$ cat config.mk
export PLATFORM = sky130hd
export DESIGN_NAME = alu_ex_mem_stage
export DESIGN_NICKNAME = d
export VERILOG_FILES = /design/src/rtl/alu_ex_mem_stage.sv
export SDC_FILE = /design/constraint.sdc
export NUM_CORES = 1
export LEC_CHECK = 0
export BUFFER_PORTS_ARGS = -buffer_cell sky130_fd_sc_hd__buf_2
export CORE_MARGIN = 10
export CORE_UTILIZATION = 35
export CTS_CLUSTER_DIAMETER = 100
export DETAILED_ROUTE_END_ITERATION = 12
export SKIP_LAST_GASP = 1
export SLEW_MARGIN = 0
export SYNTH_ARGS = -nofsm -noshare
export SYNTH_HDL_FRONTEND = slang
export SYNTH_SLANG_ARGS = --single-unit
$ cat constraint.sdc
create_clock -name clk -period 2 [get_ports clk]
set_input_delay 0.1 -clock clk [delete_from_list [all_inputs] [get_ports clk]]
set_output_delay 0.1 -clock clk [all_outputs]
set_load 0.02 [all_outputs]
$ cat src/rtl/alu_ex_mem_stage.sv
// EX/MEM pipeline register fed by the ALU, plus the architectural NZCV flags.
// Optional FLAG_BYPASS_EN: forwards accepted flags combinationally to flags_nzcv.
module alu_ex_mem_stage #(
  parameter int WIDTH = 64,
  parameter int REGW  = 5
) (
  input  logic             clk,
  input  logic             reset_n,
  input  logic             in_valid,
  output logic             in_ready,
  input  logic [WIDTH-1:0] alu_result,
  input  logic             alu_n,
  input  logic             alu_z,
  input  logic             alu_c,
  input  logic             alu_v,
  input  logic             set_flags,
  input  logic [WIDTH-1:0] store_data,
  input  logic [REGW-1:0]  dest_reg,
  input  logic             reg_write,
  input  logic             mem_read,
  input  logic             mem_write,
  input  logic             flush,
  output logic             out_valid,
  input  logic             out_ready,
  output logic [WIDTH-1:0] out_result,
  output logic [WIDTH-1:0] out_store_data,
  output logic [REGW-1:0]  out_dest_reg,
  output logic             out_reg_write,
  output logic             out_mem_read,
  output logic             out_mem_write,
  output logic [3:0]       flags_nzcv
);

  typedef struct packed {
    logic [WIDTH-1:0] result;
    logic [WIDTH-1:0] sdata;
    logic [REGW-1:0]  dest;
    logic             rw;
    logic             mr;
    logic             mw;
  } pay_t;

  pay_t       pay_q, pay_d;
  logic       valid_q, valid_d;
  logic [3:0] flags_q, flags_d;
  logic       accept;
  logic       xfer;
  logic [3:0] alu_nzcv;

  assign in_ready = !valid_q || out_ready;
  assign accept   = in_valid && in_ready && !flush;
  assign xfer     = valid_q && out_ready;
  assign alu_nzcv = {alu_n, alu_z, alu_c, alu_v};

  always_comb begin
    pay_d   = pay_q;
    valid_d = valid_q;
    flags_d = flags_q;
    if (accept) begin
      pay_d.result = alu_result;
      pay_d.sdata  = store_data;
      pay_d.dest   = dest_reg;
      pay_d.rw     = reg_write;
      pay_d.mr     = mem_read;
      pay_d.mw     = mem_write;
      valid_d      = 1'b1;
      if (set_flags) flags_d = alu_nzcv;
    end else if (xfer) begin
      valid_d = 1'b0;
    end
    // flush kills both the held and the incoming instruction
    if (flush) valid_d = 1'b0;
  end

  always_ff @(posedge clk or negedge reset_n) begin
    if (!reset_n) begin
      pay_q   <= '0;
      valid_q <= 1'b0;
      flags_q <= 4'b0000;
    end else begin
      pay_q   <= pay_d;
      valid_q <= valid_d;
      flags_q <= flags_d;
    end
  end

  assign out_valid      = valid_q;
  assign out_result     = pay_q.result;
  assign out_store_data = pay_q.sdata;
  assign out_dest_reg   = pay_q.dest;
  assign out_reg_write  = valid_q && pay_q.rw;
  assign out_mem_read   = valid_q && pay_q.mr;
  assign out_mem_write  = valid_q && pay_q.mw;

`ifdef FLAG_BYPASS_EN
  // decode sees the flags of the instruction being accepted this cycle
  assign flags_nzcv = (accept && set_flags) ? alu_nzcv : flags_q;
`else
  assign flags_nzcv = flags_q;
`endif

endmodule

==> results of run 1 <==
## how the worst max path moves through the flow
| stage | to |
|---|---|
| global route | out_store_data[29] |
| global placement | out_store_data[27] |
| finish | out_store_data[31] |
| detailed placement | out_store_data[29] |
| floorplan | out_result[10] |
| CTS | out_store_data[29] |
## repair_timing
item / CTS / global route
hold buffers: 143 / 0
setup endpoints to repair: 0 / 0
endpoints found under the hold margin: 282 / 0
## cell type report
cell class / instances / area (um^2)
fill: 1500 / 8870
sequential: 141 / 3528
timing repair buffer: 438 / 2997
multi-input combinational: 148 / 1794
clock buffer: 17 / 425.4
tap: 229 / 286.5
clock inverter: 15 / 178.9
inverter: 1 / 3.754
antenna: 1 / 2.502
## cells by family (layout without fill, tap and decap cells)
family,Yosys count,count (layout),share of synthesized area (%)
flip-flops,141,141,54.35
buffers and inverters,149,471,18.12
other,0,1,0
multiplexers,140,140,26.59
AND/OR/NAND/NOR,8,8,0.9443
## cells in the final DEF (no fill, tap or decap), drive strengths merged
cell / Yosys / routed
bufinv: 0 / 2
dlygate4sd3: 0 / 143
inv: 1 / 9
nor2: 2 / 2
clkinvlp: 0 / 2
nor2b: 1 / 1
nand4b: 1 / 1
buf: 148 / 295
diode: 0 / 1
dfrtp: 141 / 141
clkbuf: 0 / 17
nor3b: 1 / 1
mux2: 140 / 140
and2: 3 / 3
clkinv: 0 / 3
## worst max-delay path: cells and delay by family (launching register included)
kind | cells | cell delay, ns
flip-flops | 1 | 0.41
buffers and inverters | 1 | 0.37
multiplexers | 1 | 0.39
AND/OR/NAND/NOR | 2 | 0.46
## metrics by stage
stage / hold WS [ns] / power, mW / util (%) / setup WS, ns
floorplan: -0.1956 / 5.541 / - / 0.3621
global placement: 0.002345 / 5.723 / 39.69 / 0.2609
detailed placement: 0.002698 / 5.788 / 39.69 / 0.2121
CTS: 0.1186 / 9.302 / 50.94 / 0.1825
global route: 0.1684 / 9.610 / 50.96 / 0.1190
finish: 0.1359 / 9.158 / 50.96 / 0.2072
## layer usage
layer | vias up | wire length [um] | track usage (%)
met5 | - | 27 | 0
met3 | 26 | 1640 | 6.589
met1 | 2095 | 6619 | 15.03
met2 | 187 | 9102 | 25.21
li1 | 1956 | - | -
met4 | 4 | 309 | 5.303
## where the power goes
group          total (mW)  switching, mW  leakage [nW]  internal (mW)
combinational        2.35           1.24          2.50           1.11
sequential           3.59          0.252          1.66           3.34
clock                3.21           1.32         0.291           1.89
total                9.16           2.81          4.45           6.34
==> impl_metrics.json, run 1 <==
{
  "cap_violations": 0,
  "placedCellCount": 814,
  "rrSetupSlack_ns": 0.21,
  "ir_drop_mv": 0.5300,
  "hold_violations": 0,
  "endpoint_kind": "flop",
  "critPathMaxFanout": 62,
  "avgSynthCellArea_um2": 14.82,
  "die_h_um": 156.2,
  "cts_root_buf": "clkbuf_16",
  "drt_first_pass_iters": 4,
  "setup_viol": 0,
  "rsz0062_at_grt": "no",
  "max_slew_margin_pct": 73.98,
  "drc": 0,
  "reg2reg_to": "out_store_data[31]",
  "gr-total-overflow": 0,
  "antenna_found_initial": 3,
  "drv_slew": 0,
  "yosysWarnings": 0,
  "synth_edf_count": 0,
  "netlist_area_mm2": 0.006492,
  "die_width_um": 156.2,
  "worstRegToRegCells": 4,
  "grt_max_degree": 63,
  "dp_hpwl_um": 12290,
  "min_path_type": "in -> async",
  "cts_htree_levels": 4,
  "cts_made_buffers": 17,
  "grt_pass1_vias": 5068,
  "worst_path_largest_cell_delay_ns": 0.41,
  "via_count": 4268,
  "grt_usage_pct": 14.47,
  "skew_ns": 0.007188,
  "start_util_pct": 35.90,
  "worst_slew_pin_slew_ns": 0.3903,
  "syn-num-nets": 584,
  "worst_path_max_delay_cell": "dfrtp_1",
  "port_buffers": 287,
  "tns_ns": 0,
  "drtIter0Drc": 124,
  "cp-startpoint": "out_valid",
  "syn_inst": 438,
  "seq_area_frac_synth_pct": 54.35,
  "synth_ff_type": "dfrtp_1",
  "cts_tree": "done",
  "fin_crit_ns": 1.793,
  "fin_nets": 893,
  "dieArea_mm2": 0.02440,
  "drive_above_1_share_pct": 61.71,
  "routed_wl_um": 17700,
  "design_area_mm2": 0.009216,
  "core_area_mm2": 0.01809,
  "io_pins": 288,
  "path_cells": "nor2b_4, nor3b_4, buf_12, mux2_2",
  "clk_latency_ns": 0.41,
  "syn_to_final_growth_pct": 41.95,
  "post_dp_cell_area_mm2": 0.007178,
  "yosysTopAreaCell": "dfrtp_1",
  "routed_via_density": 4.311,
  "cts.path.max_buffers": 2,
  "power_density_mw_per_mm2": 993.6,
  "reg2reg_from": "out_valid",
  "grt_pass1_wl_um": 27800,
  "crit_required_ns": 2.30,
  "synth.most_common_cell": "buf_4",
  "arrival_ns": 2.09,
  "path_class": "reg -> reg",
  "ys_async_sr_fraction_pct": 100.0,
  "ys_top_cells_by_count": "buf_4, dfrtp_1, mux2_2, mux2_4, buf_12",
  "synth_top_cell_area_share_pct": 54.35,
  "status": "finished clean",
  "synth.distinct_cells": 13,
  "cts_setup_buffers": 0,
  "cts_resized": 0,
  "layout.cells.non_filler": 990,
  "ys_top_cells_by_area": "dfrtp_1, mux2_2, buf_4, mux2_4, buf_12",
  "place_congestion": 0.7453,
  "numClockSinks": 141,
  "p_leak_nw": 4.452,
  "ant_nets": 0,
  "cp-start-kind": "flop",
  "clk_pin_slew_worst_paths_ns": 0.06,
  "period_share_pct": 89.64,
  "fmax_mhz": 557.8,
  "synth-seq-cells": 141,
  "wl_per_cell_um": 17.88,
  "rows": 49
}
Power figures use the tool's default switching activity.
==> run 2: changes to the inputs <==
clock period = 1.5 ns   (was 2 ns; I/O delays follow)
==> impl_metrics.json, run 2 (synthesis results as in run 1) <==
{
  "path_class": "reg -> reg",
  "reg2reg_from": "out_valid",
  "fin_nets": 919,
  "final_common_cell": "buf_2",
  "tns_ns": -13.72,
  "drive_above_1_share_pct": 62.98,
  "grt_pass1_vias": 5049,
  "drc": 0,
  "fin_crit_ns": 1.637,
  "dp_hpwl_um": 12320,
  "endpoint_kind": "flop",
  "routed_wl_um": 18860,
  "cts_htree_levels": 4,
  "cts_root_buf": "clkbuf_16",
  "rsz0062_at_grt": "yes",
  "design_area_mm2": 0.009841,
  "via_count": 4376,
  "setup_viol": 136,
  "clk_pin_slew_worst_paths_ns": 0.06,
  "fmax_mhz": 610.9,
  "ant_nets": 0,
  "cp-start-kind": "flop",
  "numClockSinks": 141,
  "cap_violations": 0,
  "cts_made_buffers": 17,
  "grt_pass1_wl_um": 27260,
  "antenna_found_initial": 2,
  "crit_required_ns": 1.80,
  "rows": 49,
  "path_cells": "nor2b_4, nor3b_4, buf_6, clkbuf_16, clkbuf_16, mux2_4",
  "gr-total-overflow": 0,
  "place_congestion": 0.7436,
  "cp_top_family": "buffers and inverters",
  "die_h_um": 156.2,
  "start_util_pct": 35.90,
  "ir_drop_mv": 0.9666,
  "period_share_pct": 109.1,
  "port_buffers": 287,
  "cts.path.max_buffers": 2,
  "timing.critical_path.mode_cell": "clkbuf_16",
  "core_area_mm2": 0.01809,
  "clk_latency_ns": 0.42,
  "timing.final.ws_setup_ns": -0.1369,
  "skew_ns": 0.008814,
  "worst_path_largest_cell_delay_ns": 0.40,
  "die_width_um": 156.2,
  "p_leak_nw": 4.817,
  "worst_slew_pin_slew_ns": 0.4069,
  "crit_end": "out_store_data[27]",
  "arrival_ns": 1.93,
  "hold_violations": 0,
  "reg2reg_to": "out_store_data[27]",
  "wl_per_cell_um": 18.54,
  "drt_first_pass_iters": 4,
  "mostFrequentLayoutCells": "buf_2, dlygate4sd3_1, dfrtp_1, mux2_4, mux2_2",
  "cts_tree": "done",
  "critPathMaxFanout": 7,
  "worst_path_max_delay_cell": "dfrtp_2",
  "cp-startpoint": "out_valid",
  "min_path_type": "in -> async",
  "crit_cells": 6,
  "drtIter0Drc": 142,
  "cp.buffers_inverters": 3,
  "drv_slew": 0,
  "dieArea_mm2": 0.02440,
  "rrSetupSlack_ns": -0.14,
  "grt_max_degree": 46,
  "failed_checks": "negative setup slack",
  "max_slew_margin_pct": 72.88,
  "power_density_mw_per_mm2": 1283,
  "grt_usage_pct": 14.08,
  "post_dp_cell_area_mm2": 0.007310,
  "hold_slack_ns": 0.1543,
  "status": "finished with violations",
  "io_pins": 288,
  "worstRegToRegCells": 6,
  "routed_via_density": 4.303,
  "syn_to_final_growth_pct": 51.57
}
run 2: cell types whose count changed in the layout (fill, tap and decap cells not counted), moves of 3 or more:
cell / before / now
mux2_2: 100 / 56
mux2_4: 40 / 84
clkbuf_16: 17 / 24
buf_12: 5 / 11
buf_8: 0 / 6
buf_4: 3 / 7
buf_6: 1 / 4
inv_8: 3 / 0
run 2: power by group:
group          total, mW  leakage [nW]  switching (mW)  internal [mW]
Sequential          4.81          1.66           0.349           4.46
Combinational       3.43          2.87            1.71           1.72
Clock               4.39         0.285            1.74           2.65
Total               12.6          4.82            3.80           8.83
run 2: worst min-delay path by stage:
stage | start | endpoint
finish | reset_n | out_store_data[2]
global route | set_flags | flags_nzcv[1]
CTS | reset_n | out_result[60]
detailed placement | reset_n | out_store_data[2]
global placement | reset_n | out_store_data[2]
floorplan | reset_n | flags_nzcv[0]
run 2: layout make-up:
cell class | count | area [um^2]
fillers | 1436 | 8245
flip-flops and latches | 141 | 3530
repair buffers | 464 | 3446
multi-input cells | 148 | 1959
clock buffers | 18 | 429.2
well taps | 229 | 286.5
clock inverters | 14 | 181.4
diodes | 2 | 5.005
inverters | 1 | 3.754
run 2: timing repair:
| item | CTS | global route |
|---|---|---|
| cloned | 0 | 9 |
| endpoints found under the hold margin | 282 | 0 |
| resized for setup | 0 | 69 |
| hold buffers | 143 | 0 |
| setup endpoints to repair | 136 | 140 |
| buffers inserted | 0 | 3 |
| pin swaps | 0 | 2 |
run 2: routing by layer:
metal | vias up | part of all wire, % | GRT usage (%)
met5 | - | 0 | 0
met4 | 0 | 1.3 | 4.360
met3 | 16 | 9.8 | 7.334
met2 | 181 | 52 | 24.52
met1 | 2172 | 37 | 14.36
li1 | 2007 | - | -
run 2: through the flow:
step                      setup slack (ns)  total power, mW  instances  util [%]
after floorplan                   -0.09634            7.390        438         -
after global placement            -0.09604            7.679        828     40.42
after detailed placement           -0.1153            7.744        828     40.42
after CTS                          -0.1167            12.49       1003     51.71
after global routing               -0.1816            13.19       1017     54.41
final                              -0.1369            12.62       1017     54.41
==> run 3: changes to the inputs <==
CORE_UTILIZATION = 43   (was 35)
PLACE_DENSITY = 0.77   (was not set)
SKIP_LAST_GASP = not set   (was 1)
==> impl_metrics.json, run 3 (synthesis results as in run 1) <==
{
  "cp-startpoint": "out_valid",
  "ir_drop_mv": 0.8778,
  "cts_tree": "done",
  "cts_made_buffers": 17,
  "status": "finished with violations",
  "grt_usage_pct": 18.26,
  "reg2reg_from": "out_valid",
  "hold_slack_ns": 0.1212,
  "dieArea_mm2": 0.02041,
  "worst_slew_pin_slew_ns": 0.3704,
  "reg2reg_to": "out_result[8]",
  "min_path_type": "in -> async",
  "cts_root_buf": "clkbuf_16",
  "setup_viol": 131,
  "arrival_ns": 1.95,
  "crit_required_ns": 1.79,
  "max_slew_margin_pct": 75.31,
  "grt_pass1_vias": 5259,
  "rrSetupSlack_ns": -0.16,
  "antenna_found_initial": 3,
  "start_util_pct": 44.34,
  "period_share_pct": 110.6,
  "grt_max_degree": 50,
  "wl_per_cell_um": 19.74,
  "dp_hpwl_um": 12040,
  "final_common_cell": "buf_2",
  "tns_ns": -13.54,
  "timing.final.ws_setup_ns": -0.1585,
  "port_buffers": 287,
  "routed_wl_um": 19130,
  "cts_htree_levels": 4,
  "cp-start-kind": "flop",
  "grt_pass1_wl_um": 28950,
  "cp.buffers_inverters": 2,
  "cp_top_family": "buffers and inverters",
  "ant_nets": 0,
  "numClockSinks": 141,
  "rows": 44,
  "rsz0062_at_grt": "yes",
  "design_area_mm2": 0.009527,
  "drtIter0Drc": 144,
  "path_cells": "nor2b_4, nor3b_4, buf_12, buf_16, mux2_2",
  "failed_checks": "negative setup slack",
  "clk_latency_ns": 0.42,
  "die_width_um": 142.9,
  "drc": 0,
  "drive_above_1_share_pct": 62.95,
  "crit_end": "out_result[8]",
  "hold_violations": 0,
  "clk_pin_slew_worst_paths_ns": 0.06,
  "fmax_mhz": 602.9,
  "routed_via_density": 4.602,
  "cts.path.max_buffers": 2,
  "syn_to_final_growth_pct": 46.73,
  "skew_ns": 0.006921,
  "worst_path_max_delay_cell": "dfrtp_2",
  "p_leak_nw": 4.699,
  "via_count": 4459,
  "fillCellCount": 996,
  "mostFrequentLayoutCells": "buf_2, dlygate4sd3_1, dfrtp_1, mux2_2, mux2_4",
  "critPathMaxFanout": 30,
  "fin_crit_ns": 1.659,
  "fin_nets": 913,
  "total_power_mw": 13.00,
  "drt_first_pass_iters": 4,
  "post_dp_cell_area_mm2": 0.007208,
  "endpoint_kind": "flop",
  "worstRegToRegCells": 5,
  "layout.cells.non_filler": 969,
  "core_area_mm2": 0.01464,
  "io_pins": 288,
  "gr-total-overflow": 0,
  "place_congestion": 0.7949,
  "cap_violations": 0,
  "power_density_mw_per_mm2": 1364,
  "drv_slew": 0,
  "crit_cells": 5,
  "die_h_um": 142.9,
  "path_class": "reg -> reg",
  "placedCellCount": 782,
  "worst_path_largest_cell_delay_ns": 0.40
}
-- run 3: through the flow --
step	worst slack, ns	utilization, %
floorplan	-0.09634	-
global placement	-0.1294	49.22
detailed placement	-0.1524	49.22
CTS	-0.1596	63.98
global route	-0.2106	65.02
finish	-0.1585	65.05
-- run 3: worst min path at each step --
stage / slack (ns) / depth (start not counted) / end / from
4_1_cts: 0.12 / 2 / out_dest_reg[1] / reset_n
6_report: 0.12 / 2 / out_dest_reg[1] / reset_n
5_1_grt: 0.14 / 2 / out_dest_reg[1] / reset_n
3_3_place_gp: -0.006 / 1 / out_store_data[1] / reset_n
2_1_floorplan: -0.22 / 0 / flags_nzcv[0] / reset_n
3_5_place_dp: -0.002 / 1 / out_dest_reg[1] / reset_n
-- run 3: repair_timing --
action                                  CTS  global route
gates cloned                              0             1
hold buffers                            143             0
hold endpoints to repair                282             0
pin swaps                                 0             1
buffers inserted                          3             3
gates resized for setup                   3            27
endpoints found under the setup margin  131           137
-- run 3: where the power goes --
part,switching (mW),internal (mW)
Combinational,1.70,1.60
Clock,1.65,3.22
Sequential,0.371,4.46
Total,3.72,9.28
-- run 3: cell type report --
class	count	area (um^2)	share of cell area, %
antenna	5	12.51	0.1313
clock buffer	19	452.9	4.754
clock inverter	13	235.2	2.469
inverter	1	3.754	0.03940
multi-input combinational	148	1896	19.90
sequential	141	3530	37.05
tap	184	230.2	2.417
timing repair buffer	458	3167	33.24
-- run 3: worst register-to-register path: stages (launching register included) --
cell and delay [ns]:
dfrtp_2 0.40, nor2b_4 0.14, nor3b_4 0.20, buf_12 0.21, buf_16 0.22, mux2_2 0.38
-- run 3: metal layers --
metal,GRT usage [%],up-vias,share of wire (%)
li1,-,2010,-
met1,18.65,2196,37
met2,32.21,223,52
met3,8.524,30,9.2
met4,6.352,0,2.1
met5,0,-,0
